**src/rtl/seg7_capture_if.sv**
```systemverilog
// Digit output port of seg7_capture: FWFT head digit with valid/ready handshake.
interface seg7_capture_if;
   logic       out_valid;
   logic       out_ready;
   logic [3:0] out_digit;

   modport master (output out_valid, output out_digit, input out_ready);
   modport slave  (input out_valid, input out_digit, output out_ready);
endinterface

```
**src/rtl/seg7_capture.sv**
```systemverilog
// 7-segment receive monitor: glitch filter, glyph-to-hex decode, digit FIFO
// and saturating illegal-glyph counter.
module seg7_capture #(
   parameter int STABLE_CYCLES = 3,
   parameter int FIFO_DEPTH    = 4,
   parameter int ERR_CNT_W     = 8
) (
   input  logic                        clk,
   input  logic                        rst,
   input  logic [0:6]                  seg_in,
   seg7_capture_if.master              dig,
   output logic [$clog2(FIFO_DEPTH):0] fifo_level,
   output logic                        err_pulse,
   output logic [ERR_CNT_W-1:0]        err_count,
   output logic                        overflow
);

   localparam int PTR_W = $clog2(FIFO_DEPTH);
   localparam int LVL_W = PTR_W + 1;
   localparam int CNT_W = $clog2(STABLE_CYCLES + 1);
   localparam logic [CNT_W-1:0]     CNT_MAX  = CNT_W'(STABLE_CYCLES);
   localparam logic [LVL_W-1:0]     LVL_FULL = LVL_W'(FIFO_DEPTH);
   localparam logic [ERR_CNT_W-1:0] ERR_MAX  = {ERR_CNT_W{1'b1}};

   typedef enum logic [1:0] {
      ST_IDLE   = 2'd0,
      ST_SETTLE = 2'd1,
      ST_LOCKED = 2'd2
   } state_t;

   // Returns {legal, digit}; blank and unknown patterns both come back as not legal.
   function automatic logic [4:0] decode_glyph(input logic [0:6] g);
      logic [4:0] r;
      case (g)
         7'b1111110: r = 5'h10;
         7'b0110000: r = 5'h11;
         7'b1101101: r = 5'h12;
         7'b1111001: r = 5'h13;
         7'b0110011: r = 5'h14;
         7'b1011011: r = 5'h15;
         7'b1011111: r = 5'h16;
         7'b1110000: r = 5'h17;
         7'b1111111: r = 5'h18;
         7'b1111011: r = 5'h19;
         7'b1110111: r = 5'h1A;
         7'b0011111: r = 5'h1B;
         7'b1001110: r = 5'h1C;
         7'b0111101: r = 5'h1D;
         7'b1001111: r = 5'h1E;
         7'b1000111: r = 5'h1F;
         default:    r = 5'h00;
      endcase
      return r;
   endfunction

   state_t                 state_r, state_s;
   logic [0:6]             s_q_r;
   logic [CNT_W-1:0]       cnt_r;
   logic [3:0]             mem_r [FIFO_DEPTH];
   logic [PTR_W-1:0]       wr_ptr_r, rd_ptr_r;
   logic [LVL_W-1:0]       level_r;
   logic                   err_pulse_r;
   logic [ERR_CNT_W-1:0]   err_count_r;
   logic                   overflow_r;

   logic                   diff_s, blank_s, commit_s, push_s, illegal_s;
   logic                   pop_s, full_s, write_s;
   logic [4:0]             dec_s;

   assign diff_s  = (seg_in != s_q_r);
   assign blank_s = (s_q_r == 7'b0000000);
   assign dec_s   = decode_glyph(s_q_r);

   // Sample register and saturating stability counter.
   always_ff @(posedge clk or negedge rst) begin
      if (!rst) begin
         s_q_r <= 7'b0000000;
         cnt_r <= CNT_W'(0);
      end else begin
         s_q_r <= seg_in;
         if (diff_s) begin
            cnt_r <= CNT_W'(1);
         end else if (cnt_r != CNT_MAX) begin
            cnt_r <= cnt_r + CNT_W'(1);
         end else begin
            cnt_r <= cnt_r;
         end
      end
   end

   // State register.
   always_ff @(posedge clk or negedge rst) begin
      if (!rst) begin
         state_r <= ST_IDLE;
      end else begin
         state_r <= state_s;
      end
   end

   // Next state; a change on the commit edge still commits the settled glyph first.
   always_comb begin
      state_s = state_r;
      case (state_r)
         ST_IDLE: begin
            if (diff_s && (seg_in != 7'b0000000)) state_s = ST_SETTLE;
            else                                  state_s = ST_IDLE;
         end
         ST_SETTLE: begin
            if (diff_s)                 state_s = ST_SETTLE;
            else if (cnt_r == CNT_MAX)  state_s = blank_s ? ST_IDLE : ST_LOCKED;
            else                        state_s = ST_SETTLE;
         end
         ST_LOCKED: begin
            if (diff_s) state_s = ST_SETTLE;
            else        state_s = ST_LOCKED;
         end
         default: state_s = ST_IDLE;
      endcase
   end

   // Commit decode: settled non-blank glyph becomes either a push or an error.
   always_comb begin
      commit_s  = 1'b0;
      push_s    = 1'b0;
      illegal_s = 1'b0;
      if ((state_r == ST_SETTLE) && (cnt_r == CNT_MAX)) commit_s = 1'b1;
      else                                              commit_s = 1'b0;
      if (commit_s && !blank_s) begin
         push_s    = dec_s[4];
         illegal_s = !dec_s[4];
      end else begin
         push_s    = 1'b0;
         illegal_s = 1'b0;
      end
   end

   assign pop_s   = (level_r != LVL_W'(0)) && dig.out_ready;
   assign full_s  = (level_r == LVL_FULL);
   assign write_s = push_s && (!full_s || pop_s);

   // Digit FIFO storage, pointers, level and sticky overflow.
   always_ff @(posedge clk or negedge rst) begin
      if (!rst) begin
         for (int i = 0; i < FIFO_DEPTH; i++) mem_r[i] <= 4'h0;
         wr_ptr_r   <= PTR_W'(0);
         rd_ptr_r   <= PTR_W'(0);
         level_r    <= LVL_W'(0);
         overflow_r <= 1'b0;
      end else begin
         if (write_s) begin
            mem_r[wr_ptr_r] <= dec_s[3:0];
            wr_ptr_r        <= wr_ptr_r + PTR_W'(1);
         end
         if (pop_s) rd_ptr_r <= rd_ptr_r + PTR_W'(1);
         case ({write_s, pop_s})
            2'b10:   level_r <= level_r + LVL_W'(1);
            2'b01:   level_r <= level_r - LVL_W'(1);
            default: level_r <= level_r;
         endcase
         overflow_r <= overflow_r | (push_s && !write_s);
      end
   end

   // Illegal-glyph pulse and saturating counter.
   always_ff @(posedge clk or negedge rst) begin
      if (!rst) begin
         err_pulse_r <= 1'b0;
         err_count_r <= {ERR_CNT_W{1'b0}};
      end else begin
         err_pulse_r <= illegal_s;
         if (illegal_s && (err_count_r != ERR_MAX)) err_count_r <= err_count_r + ERR_CNT_W'(1);
         else                                       err_count_r <= err_count_r;
      end
   end

   assign dig.out_valid = (level_r != LVL_W'(0));
   assign dig.out_digit = mem_r[rd_ptr_r];
   assign fifo_level    = level_r;
   assign err_pulse     = err_pulse_r;
   assign err_count     = err_count_r;
   assign overflow      = overflow_r;

endmodule
```
**src/flat_wrapper.sv**
```systemverilog
// flat-port wrapper written by rule: the top's interface ports become plain ports
module seg7_capture_flat 
#(
   parameter int STABLE_CYCLES = 3,
   parameter int FIFO_DEPTH    = 4,
   parameter int ERR_CNT_W     = 8
)
  (clk, rst, seg_in, fifo_level, err_pulse, err_count, overflow, dig_out_valid, dig_out_digit, dig_out_ready);
  seg7_capture_if dig_i ();
  input  logic clk;
  input  logic rst;
  input  logic [0:6] seg_in;
  output logic [$clog2(FIFO_DEPTH):0] fifo_level;
  output logic err_pulse;
  output logic [ERR_CNT_W-1:0] err_count;
  output logic overflow;
  output wire logic [$bits(dig_i.out_valid)-1:0] dig_out_valid;
  output wire logic [$bits(dig_i.out_digit)-1:0] dig_out_digit;
  input wire logic [$bits(dig_i.out_ready)-1:0] dig_out_ready;
  assign dig_out_valid = dig_i.out_valid;
  assign dig_out_digit = dig_i.out_digit;
  assign dig_i.out_ready = dig_out_ready;
  seg7_capture #(.STABLE_CYCLES(STABLE_CYCLES), .FIFO_DEPTH(FIFO_DEPTH), .ERR_CNT_W(ERR_CNT_W)) u_core (.clk(clk), .rst(rst), .seg_in(seg_in), .dig(dig_i), .fifo_level(fifo_level), .err_pulse(err_pulse), .err_count(err_count), .overflow(overflow));
endmodule
```
**config.mk**
```make
export PLATFORM = sky130hd
export DESIGN_NAME = seg7_capture_flat
export DESIGN_NICKNAME = d
export VERILOG_FILES = /design/src/rtl/seg7_capture_if.sv /design/src/rtl/seg7_capture.sv /design/src/flat_wrapper.sv
export SDC_FILE = /design/constraint.sdc
export NUM_CORES = 1
export LEC_CHECK = 0
export BUFFER_PORTS_ARGS = -buffer_cell sky130_fd_sc_hd__clkbuf_2
export CAP_MARGIN = 15
export CORE_MARGIN = 3
export CORE_UTILIZATION = 53
export CTS_CLUSTER_DIAMETER = 80
export DETAILED_ROUTE_END_ITERATION = 8
export GPL_TIMING_DRIVEN = 0
export PLACE_DENSITY = 0.83
export SYNTH_ARGS = -nofsm -noshare
export SYNTH_HDL_FRONTEND = slang
export SYNTH_SLANG_ARGS = --single-unit
```
**constraint.sdc**
```tcl
create_clock -name clk -period 2.8 [get_ports clk]
set_clock_uncertainty 0.05 [all_clocks]
set_input_delay 0.28 -clock clk [delete_from_list [all_inputs] [get_ports clk]]
set_output_delay 0.28 -clock clk [all_outputs]
set_load 0.02 [all_outputs]
```
After elaboration in Yosys (flattened, before gate mapping)
Index checks and enable logic that the tools add are counted.

Bits in registers: 44. Input bits: 10. Output and inout port bits: 18. Word-level logic and storage cells: 88.

Add/sub/neg operators: 6. Magnitude comparators: 3. Equality and inequality tests: 25. Mux-type cells: 19. Bitwise logic cells: 3. Reductions and logical operators: 19.

Operator list (number): == test 7 bit, second input constant (12); one-hot mux 5 bit (16 select lines) (1); == test 7 x 6 -> 1 bit, second input constant (3); bitwise mux 16 bit (1); 2-to-1 mux 2 bit (6); 2-to-1 mux 4 bit (3); adder 8 x 1 -> 8 bit, second input constant (1); binary-select mux 4 bit (select 2 bit) (1); demux 4 bit (select 2 bit) (1); logical AND 1 bit (8); inequality test 8 bit, second input constant (1); == test 7 x 5 -> 1 bit, second input constant (1); zero test 7 bit (1); inequality test 7 bit (1); nonzero test 7 bit (1); adder 2 x 1 -> 2 bit, second input constant (3); == test 2 bit, second input constant (3); >= comparator 3 bit, second input constant (2); NOT 2 -> 3 bit (2); one-hot mux 2 bit (3 select lines) (1); one-hot mux 3 bit (2 select lines) (1); == test 2 x 1 -> 1 bit, second input constant (2); zero test 1 bit (4); 2-to-1 mux 1 bit (4); 10 further kinds (11).

Logic depth before layout (Yosys ltp)
Word-level depth: 9. Depth in mapped cells: 12. Depth with buffers taken out: 10.

Least setup slack after synthesis
OpenSTA, ideal clock, no wires.

Kind: register to register. Start point: register u_core.s_q_r[5] in the netlist's numbering. End point: register u_core.level_r[2] (netlist: u_core.fifo_level[2]). Library setup time: 80 ps. Arrival time: 2496 ps. Data required time: 2670 ps. Setup slack: 174 ps. Stages on the path, launching flop included: 12. Path buffers: 1. Clock period less this slack: 2626 ps. Path through: dfrtp_1 buf_4 xnor2_1 nor3_1 or4_4 o21ai_4 ha_1 inv_1 fa_1 xor2_1 nor2_1 xor2_1.

Longest elaborated chain between the ends: 7. Elaborated cells on any way between the ends: 26. Classes of those cells: 18 x eq/ne; 3 x mux; 5 x reduce/logical.

Ends and longest elaborated chain: start, declared (RTL line seg7_capture.sv:57) `logic [0:6] s_q_r;`; start signal, assigned (RTL line seg7_capture.sv:80) `s_q_r <= seg_in;`; parallel branches: the longest is 3 deep, another holds one-hot mux 5 bit (16 select lines); 2-to-1 mux 1 bit (*) (RTL line seg7_capture.sv:128) `if (commit_s && !blank_s) begin`; logical AND 1 bit (*) (RTL line seg7_capture.sv:139) `assign write_s = push_s && (!full_s || pop_s);`; == test 2 x 1 -> 1 bit or == test 2 bit (tied branches) (RTL line seg7_capture.sv:155) `case ({write_s, pop_s})`; one-hot mux 3 bit (2 select lines) or nonzero test 2 bit (tied branches); end signal, assigned (RTL line seg7_capture.sv:156) `2'b10: level_r <= level_r + LVL_W'(1);`; end signal, assigned (RTL line seg7_capture.sv:157) `2'b01: level_r <= level_r - LVL_W'(1);`; end signal, assigned (RTL line seg7_capture.sv:158) `default: level_r <= level_r;`; end, declared (RTL line seg7_capture.sv:61) `logic [LVL_W-1:0] level_r;`.

Every way passes the cells marked *. A chain may end at the register's enable or synchronous reset.

Final worst setup path
Start point: register u_core.s_q_r[1] in the netlist's numbering. End point: register u_core.level_r[2] (netlist: u_core.fifo_level[2]).

Same word-level chain as after synthesis.

==> out/results.ini <==
[outcome]
status = complete, no violations

[clocking]
insertion_delay_ns = 0.30
cts_sinks = 44
clk_pin_slew_worst_paths_ns = 0.08
clock_path_buffers = 2
cts_buffers = 5
clockRootBuffer = clkbuf_8
htreeDepth = 2
cts_tree = done

[setup_path]
crit_slowest_cell = or4_4
cp-start-kind = register
path_class = reg2reg
end_kind = register
cp.arrival_ns = 2.88
ff2ff_setup_slack_ns = 0.1
path_buf_inv = 2
worst_path_largest_cell_delay_ns = 0.58
critPathMostFrequentCell = xor2_1
worstPathRequired_ns = 2.98
crit_family = simple AND/OR/NAND/NOR gates
cp_max_fo = 10
crit_chain = buf_4 -> nand4_1 -> a21oi_2 -> or4_4 -> o21ai_4 -> ha_4 -> inv_1 -> fa_2 -> xor2_1 -> nor2_1 -> xor2_1

[cells_and_area]
drive_above_1_share_pct = 34.6
final_core_util_pct = 67.4
design_area_um2 = 3040
multi_input_area_um2 = 1360
ff_latch_area_um2 = 1100
final_cell_mix = 42 x dfrtp_1, 28 x clkbuf_2, 14 x buf_4
fin_cells = 321
diodes = 0
area_growth_pct = 18.8
fillers = 354
nets = 286
final_common_cell = dfrtp_1

[drt]
route.detailed.drc = 0
first_pass_iters = 4
via_per_inst = 5.97
vias = 1917
drt_iter0_drc = 58
ant_nets = 0
routedWlPerCell_um = 17.2
routed_wl_um = 5510

[timing]
drv_slew = 0
finalSetupTns_ns = 0
min_period_ns = 2.70
max_freq_mhz = 370
hold_viol_final = 0
fin_crit_sh_pct = 96.5
slew_headroom_pct = 46.5
worst_slew_pin_slew_ns = 0.792
holdWs_ns = 0.0753
setup_slack_ns = 0.0975
setup_viol = 0

[die]
rows = 24
chipWidth_um = 75.4
core_area_um2 = 4500
initial_core_util_pct = 56.7
io_pins = 28
die_height_um = 75.4
dieArea_um2 = 5690

[synth]
postSynthCellCount = 221
synth_edf_count = 0
syn_area_um2 = 2550
synth_cell_type_count = 62
synth_nets = 239
synth_async_sr_flop_share_pct = 100
yosysWarnings = 0
ys_seq_area_share_pct = 43.1
syn-mean-instance-area_um2 = 11.6
ys.flop_type = dfrtp_1
ys_ff_latch = 44

[global_routing]
grt_max_degree = 45
grt_usage_pct = 20.4
grt_pass1_vias = 1788
antenna_found_initial = 0
gr-total-overflow = 0
grt_pass1_wl_um = 8800

[worst_hold_path]
hp-class = in2reg

[placed_design]
placedCellCount = 300
place_ws_ns = -0.0510
postPlaceCellArea_um2 = 2760
dpl.hpwl_um = 3810
finalWeightedCongestion = 0.860
port_buffers = 27

[power]
total_power_mw = 1.70
vdd_drop_max_uv = 348
leakagePower_nw = 1.33
p_per_area_nw_per_um2 = 561

[flow_run]
drv_cap = 0

-- where the power goes --
group / switching, mW / internal (mW)
Clock: 0.224 / 0.292
Combinational: 0.232 / 0.189
Sequential: 0.0692 / 0.696
-- cells by family after synthesis --
logic type / synth area share (%)
simple gates: 18.5
flops: 43.1
compound gates: 14.0
xor+xnor: 7.54
buf+inv: 4.85
mux: 7.84
fa+ha+maj: 4.21
-- cell usage after synthesis (4+ instances only) --
cell | count | area share (%)
ha_1 | 7 | 3.4
nor3_1 | 6 | 1.2
xnor2_1 | 14 | 4.8
xor2_1 | 8 | 2.7
nand4_1 | 8 | 2.0
nand2_1 | 9 | 1.3
nor4_1 | 6 | 1.5
nand3_1 | 8 | 1.6
a21oi_4 | 4 | 2.5
mux4_2 | 4 | 3.5
inv_1 | 9 | 1.3
o22a_1 | 12 | 4.1
nor2_1 | 7 | 1.0
buf_4 | 5 | 1.5
dfrtp_1 | 44 | 43
a21oi_1 | 4 | 0.78
-- registers in the layout, summed over array words and instances (netlist names) --
name / count
u_core.cnt_r: 2
u_core.mem_r: 16
u_core.err_pulse: 1
u_core.overflow: 1
u_core.state_r: 2
u_core.s_q_r: 7
u_core.rd_ptr_r: 2
u_core.err_count: 8
u_core.wr_ptr_r: 2
u_core.fifo_level: 3
-- routing by layer --
layer	share of wire, %	vias to the layer above	GRT usage [%]	wire length [um]
met4	2.4	0	7.96	133
met3	3.1	13	4.35	172
met2	47	39	32.1	2600
li1	-	911	-	-
met1	47	954	27.8	2610
met5	0	-	0	0
-- layout make-up --
cell class | instances | share of cell area (%)
multi-input cells | 156 | 44.8
inverters | 9 | 1.11
flip-flops and latches | 44 | 36.4
plain buffers | 12 | 3.50
repair buffers | 40 | 8.08
clock inverters | 2 | 1.28
well taps | 52 | 2.14
clock buffers | 6 | 2.72
-- worst paths after layout --
path / start / endpoint / cells past startpoint
max reg2reg: u_core.s_q_r[1] / u_core.fifo_level[2] / 11
max: u_core.s_q_r[1] / u_core.fifo_level[2] / 11
min: seg_in[6] / u_core.s_q_r[6] / 1
min in group asynchronous: rst / u_core.err_count[4] / 2
max in group asynchronous: rst / u_core.s_q_r[3] / 3
min reg2reg: u_core.mem_r[2] / u_core.mem_r[2] / 1
-- timing repair --
action                     in CTS  in global routing
setup endpoints to repair       1                  1
hold buffers                    0                  1
pin swaps                       3                  7
buffers inserted                1                 10
resized for setup               4                 11
gates cloned                    0                  0
hold endpoints to repair        0                  5
(Power assumes the default switching activity.)
